[config.mk]
export PLATFORM = sky130hd
export DESIGN_NAME = alt_mem_ddrx_buffer_read_sequencer
export DESIGN_NICKNAME = d
export VERILOG_FILES = /design/src/rtl/alt_mem_ddrx_buffer_read_sequencer.sv
export SDC_FILE = /design/constraint.sdc
export NUM_CORES = 1
export LEC_CHECK = 0
export ABC_AREA = 1
export CORE_MARGIN = 2
export CORE_UTILIZATION = 57
export DETAILED_ROUTE_END_ITERATION = 10
export DONT_BUFFER_PORTS = 1
export PLACE_DENSITY = 0.83
export REMOVE_ABC_BUFFERS = 1
export SLEW_MARGIN = 15
export SYNTH_ARGS = -nofsm -noshare
export SYNTH_HDL_FRONTEND = slang
export SYNTH_SLANG_ARGS = --single-unit
[constraint.sdc]
create_clock -name ctl_clk -period 2.65 [get_ports ctl_clk]
set_input_delay 0.265 -clock ctl_clk [delete_from_list [all_inputs] [get_ports ctl_clk]]
set_output_delay 0.265 -clock ctl_clk [all_outputs]
set_load 0.02 [all_outputs]
[src/rtl/alt_mem_ddrx_buffer_read_sequencer.sv]
`default_nettype none
// ============================================================================
// Module   : alt_mem_ddrx_buffer_read_sequencer
// Brief    : Read-side sequencer for the controller write-data buffer. Accepts
//            burst read requests, tracks buffer occupancy from observed writes
//            and issues one read beat per cycle in strict circular order.
// Options  : ALT_MEM_DDRX_BUFREAD_ERR_CHECK_EN enables the sticky error flags
//            (err_occupancy_overflow, err_zero_burst); otherwise both read 0.
// Revision : 1.0 - initial release
// ============================================================================
module alt_mem_ddrx_buffer_read_sequencer #(
  parameter int CFG_BUFFER_ADDR_WIDTH = 6,
  parameter int CFG_BURSTCOUNT_WIDTH  = 4
) (
  input  logic                             ctl_clk,
  input  logic                             ctl_reset,
  input  logic                             buffwrite_valid,
  input  logic                             rdreq_valid,
  output logic                             rdreq_ready,
  input  logic [CFG_BURSTCOUNT_WIDTH-1:0]  rdreq_burstcount,
  output logic                             readif_valid,
  output logic [CFG_BUFFER_ADDR_WIDTH-1:0] readif_address,
  output logic                             readif_last,
  output logic                             burst_done,
  output logic [CFG_BUFFER_ADDR_WIDTH:0]   occupancy,
  output logic                             err_occupancy_overflow,
  output logic                             err_zero_burst
);

  localparam int AW  = CFG_BUFFER_ADDR_WIDTH;
  localparam int BCW = CFG_BURSTCOUNT_WIDTH;

  localparam logic [AW:0]    C_DEPTH   = {1'b1, {AW{1'b0}}};
  localparam logic [AW:0]    C_OCC_ONE = {{AW{1'b0}}, 1'b1};
  localparam logic [AW-1:0]  C_PTR_ONE = {{(AW-1){1'b0}}, 1'b1};
  localparam logic [BCW-1:0] C_REM_ONE = {{(BCW-1){1'b0}}, 1'b1};
  localparam logic [BCW-1:0] C_REM_ZERO = {BCW{1'b0}};

  typedef enum logic [0:0] {
    ST_IDLE = 1'b0,
    ST_READ = 1'b1
  } state_t;

  state_t          state_q,     state_d;
  logic [AW-1:0]   rd_ptr_q,    rd_ptr_d;
  logic [AW:0]     occupancy_q, occupancy_d;
  logic [BCW-1:0]  remaining_q, remaining_d;
  logic            burst_done_q, burst_done_d;

  logic            w_accept;
  logic            w_zero_burst;

  // Beat issue and handshake are decoded from registered state only, so a
  // same-cycle buffer write can never enable a beat.
  always_comb begin
    readif_valid   = (state_q == ST_READ) && (occupancy_q != '0);
    readif_last    = (state_q == ST_READ) && (remaining_q == C_REM_ONE);
    readif_address = rd_ptr_q;
    rdreq_ready    = (state_q == ST_IDLE) || (readif_valid && readif_last);
    w_accept       = rdreq_valid && rdreq_ready;
    w_zero_burst   = w_accept && (rdreq_burstcount == C_REM_ZERO);
  end

  // Next-state logic: burst sequencing, read pointer and completion pulse.
  always_comb begin
    state_d      = state_q;
    rd_ptr_d     = rd_ptr_q;
    remaining_d  = remaining_q;
    burst_done_d = readif_valid && readif_last;

    case (state_q)
      ST_IDLE: begin
        if (w_accept && !w_zero_burst) begin
          remaining_d = rdreq_burstcount;
          state_d     = ST_READ;
        end
      end
      ST_READ: begin
        if (readif_valid) begin
          rd_ptr_d    = rd_ptr_q + C_PTR_ONE;
          remaining_d = remaining_q - C_REM_ONE;
          if (readif_last) begin
            // A request taken on the last beat chains on with no bubble.
            if (w_accept && !w_zero_burst) begin
              remaining_d = rdreq_burstcount;
            end else begin
              state_d = ST_IDLE;
            end
          end
        end
      end
      default: begin
        state_d = ST_IDLE;
      end
    endcase
  end

  // Occupancy: writes add, issued beats subtract; saturates at full depth.
  always_comb begin
    occupancy_d = occupancy_q;
    if (buffwrite_valid && !readif_valid) begin
      if (occupancy_q != C_DEPTH) begin
        occupancy_d = occupancy_q + C_OCC_ONE;
      end
    end else if (!buffwrite_valid && readif_valid) begin
      occupancy_d = occupancy_q - C_OCC_ONE;
    end
  end

  // Sequencer state registers with synchronous reset.
  always_ff @(posedge ctl_clk) begin
    if (ctl_reset) begin
      state_q      <= ST_IDLE;
      rd_ptr_q     <= '0;
      occupancy_q  <= '0;
      remaining_q  <= '0;
      burst_done_q <= 1'b0;
    end else begin
      state_q      <= state_d;
      rd_ptr_q     <= rd_ptr_d;
      occupancy_q  <= occupancy_d;
      remaining_q  <= remaining_d;
      burst_done_q <= burst_done_d;
    end
  end

  assign occupancy  = occupancy_q;
  assign burst_done = burst_done_q;

`ifdef ALT_MEM_DDRX_BUFREAD_ERR_CHECK_EN
  logic err_ovf_q,  err_ovf_d;
  logic err_zero_q, err_zero_d;

  // Sticky error flags: set on the offending event, cleared only by reset.
  always_comb begin
    err_ovf_d  = err_ovf_q  || (buffwrite_valid && (occupancy_q == C_DEPTH));
    err_zero_d = err_zero_q || w_zero_burst;
  end

  // Error flag registers.
  always_ff @(posedge ctl_clk) begin
    if (ctl_reset) begin
      err_ovf_q  <= 1'b0;
      err_zero_q <= 1'b0;
    end else begin
      err_ovf_q  <= err_ovf_d;
      err_zero_q <= err_zero_d;
    end
  end

  assign err_occupancy_overflow = err_ovf_q;
  assign err_zero_burst         = err_zero_q;
`else
  assign err_occupancy_overflow = 1'b0;
  assign err_zero_burst         = 1'b0;
`endif

endmodule
`default_nettype wire
==> results.yml <==
floorplan:
  rows: 16
  die_y_um: 50.3
  ios: 27
  dieArea_um2: 2530
  coreArea_um2: 1980
  die_w_um: 50.3
  start_util: 0.616
logic_synthesis:
  syn_inst: 169
  synth_most_common_cell: "nand2_1"
  async_flop_share: 0
  synthXorXnorAreaFrac: 0.0502
  synth_common_cells: "31 x nand2_1, 19 x dfxtp_1, 19 x inv_1, 15 x nor2_1, 13 x nand3_1"
  synth_top_family_by_area: "simple AND/OR/NAND/NOR gates"
  synth_top_area_frac: 0.311
  yosysTopAreaCell: "dfxtp_1"
  synth_flop_cell: "dfxtp_1"
  synth.area.mux_share: 0
  ys_seq_area_frac: 0.311
  syn_area_um2: 1220
  yosysUniqueCellTypes: 28
  yosys.area_share.simple: 0.270
  synth_fa_ha_area_frac: 0.109
  ys_warn_count: 0
  ys_ff_latch: 19
  synth_area_leaders: "dfxtp_1 31%, nand2_1 9.5%, ha_1 9.2%"
  synth-compound-area-share: 0.164
  syn_avg_cell_area_um2: 7.23
  synth_edf_count: 0
timing:
  slew_viol_final: 0
  fmax_ghz: 0.424
  final-setup-viol-count: 0
  setup_ws_ns: 0.292
  slew_headroom: 0.641
  rsz0062_at_grt: "false"
  period_needed_ns: 2.36
  min_period_over_period: 0.890
  finClkSkew_ns: 0.00154
  hold_violations: 0
  setup-tns-final_ns: 0
  tightest_slew_ns: 0.534
setup_path:
  start_kind: "flip-flop"
  end_kind: "flip-flop"
  crit_fanout: 9
  r2r_cells: 13
  arrival_ns: 2.61
  crit_required_ns: 2.90
  crit_type: "reg -> reg"
clock_tree:
  cts.sinks: 19
  htreeDepth: 1
  cts-root-buf: "clkbuf_4"
  tritoncts: "done"
  cts_setup_buffers: 0
  numCtsBuffers: 3
  insertion_delay_ns: 0.30
  cts.clk_slew.worst_paths_ns: 0.11
  cts_max_path_buffers: 2
drt:
  drt_iter0_markers: 16
  vias: 1057
  drt_drc_violations_left: 0
  drt_wl_total_um: 2370
  wl_per_cell_um: 11.9
  final_antenna_net_count: 0
  vias_per_cell: 5.31
  drt_first_pass_iters: 4
power:
  peakVddDrop_uv: 590
  power_leakage_nw: 0.602
  p_total_w: 0.00109
  power.density_nw_per_um2: 851
final_layout:
  diodes: 0
  drive_above_1_share: 0.105
  fin_cells: 199
  post-route-util: 0.647
  nets: 191
  syn_to_final_growth_pct: 5.02
outcome:
  status: "complete, no violations"
grt:
  overflow: 0
  track_usage: 0.210
  grt_first_pass_wirelength_um: 4150
  grt_pass1_vias: 987
  grt_max_degree: 17
  antenna_found_initial: 0
place:
  dp_cells: 194
  port_buffers: 0
  dp_hpwl_um: 1780
  place.gp.congestion: 0.853
  dp_worst_setup_slack_ns: 0.241
min_path:
  hold_class: "in -> reg"
  hold_depth: 1
job:
  cap_viol_max_count: 0
==> state kept, by name, summed over array words and instances (netlist names) <==
| name | count |
|---|---|
| occupancy | 7 |
| remaining_q | 4 |
| burst_done | 1 |
| readif_address | 6 |
| state_q | 1 |
==> critical path, cell delays in order, from the launching register on <==
cell and delay, ns:
dfxtp_1 0.44, nor2_4 0.17, nand2_2 0.07, o21ai_4 0.26
nand2_2 0.20, ha_2 0.45, nand2_1 0.06, nor3_1 0.21
nor2_1 0.08, nand3_1 0.09, nand2_1 0.06, nor2_1 0.09
nor2_1 0.04, nor2_1 0.09
==> cells in the final DEF, fill, tap and decap left out, drive strengths merged, types with 2 or more instances in the layout <==
master	synthesis	routed
a21oi	14	14
a31oi	2	2
buf	5	3
clkbuf	1	3
conb	1	2
dfxtp	19	19
ha	9	9
inv	19	19
nand2	34	34
nand3	13	13
nand4	4	4
nor2	16	16
nor3	5	5
o21ai	16	16
xnor2	4	4
xor2	3	3
==> power by group <==
part           total (W)  switching (W)  internal (W)
logic           0.000516       0.000318      0.000198
clock network   0.000150      0.0000936     0.0000564
registers       0.000425      0.0000895      0.000335
==> path summary, 6_finish.rpt <==
check                           slack [ns]            from                 to
worst max-delay path                  0.29    occupancy[4]       occupancy[6]
worst max register to register        0.29    occupancy[4]       occupancy[6]
worst min register to register        0.59  remaining_q[1]     remaining_q[1]
worst min-delay path                 0.008       ctl_reset  readif_address[5]
==> layout make-up <==
cell class | count | area [um^2]
inverters | 19 | 71.3
multi-input cells | 126 | 737
well taps | 27 | 33.8
fillers | 177 | 699
flip-flops and latches | 19 | 380
repair buffers | 4 | 32.5
clock inverters | 1 | 5.00
clock buffers | 3 | 22.5
==> per-stage QoR <==
stage / instance area (um^2) / hold slack (ns)
floorplan: 1180 / 0.334
global placement: 1240 / 0.336
detailed placement: 1240 / 0.337
CTS: 1270 / 0.00715
global route: 1280 / 0.00259
finish: 1280 / 0.00770
==> layer usage <==
metal,vias to the layer above,global-route usage,share of wire
li1,562,-,-
met1,463,0.270,0.47
met2,28,0.329,0.46
met3,4,0.0655,0.061
met4,0,0.0741,0.012
met5,-,0,0
==> logic make-up (layout without fill, tap and decap cells) <==
family | count (synthesis) | after routing
adders and majority gates | 10 | 10
other | 1 | 2
xor gates and xnor gates | 7 | 7
buffers and inverters | 25 | 27
DFF | 19 | 19
and+or+nand+nor | 73 | 73
AOI/OAI and AO/OA | 34 | 34
==> timing repair <==
action,in CTS,in global routing
hold buffers,0,1
gates resized for setup,0,2
endpoints found under the setup margin,0,1
endpoints found under the hold margin,0,1
Power figures use the tool's default switching activity.
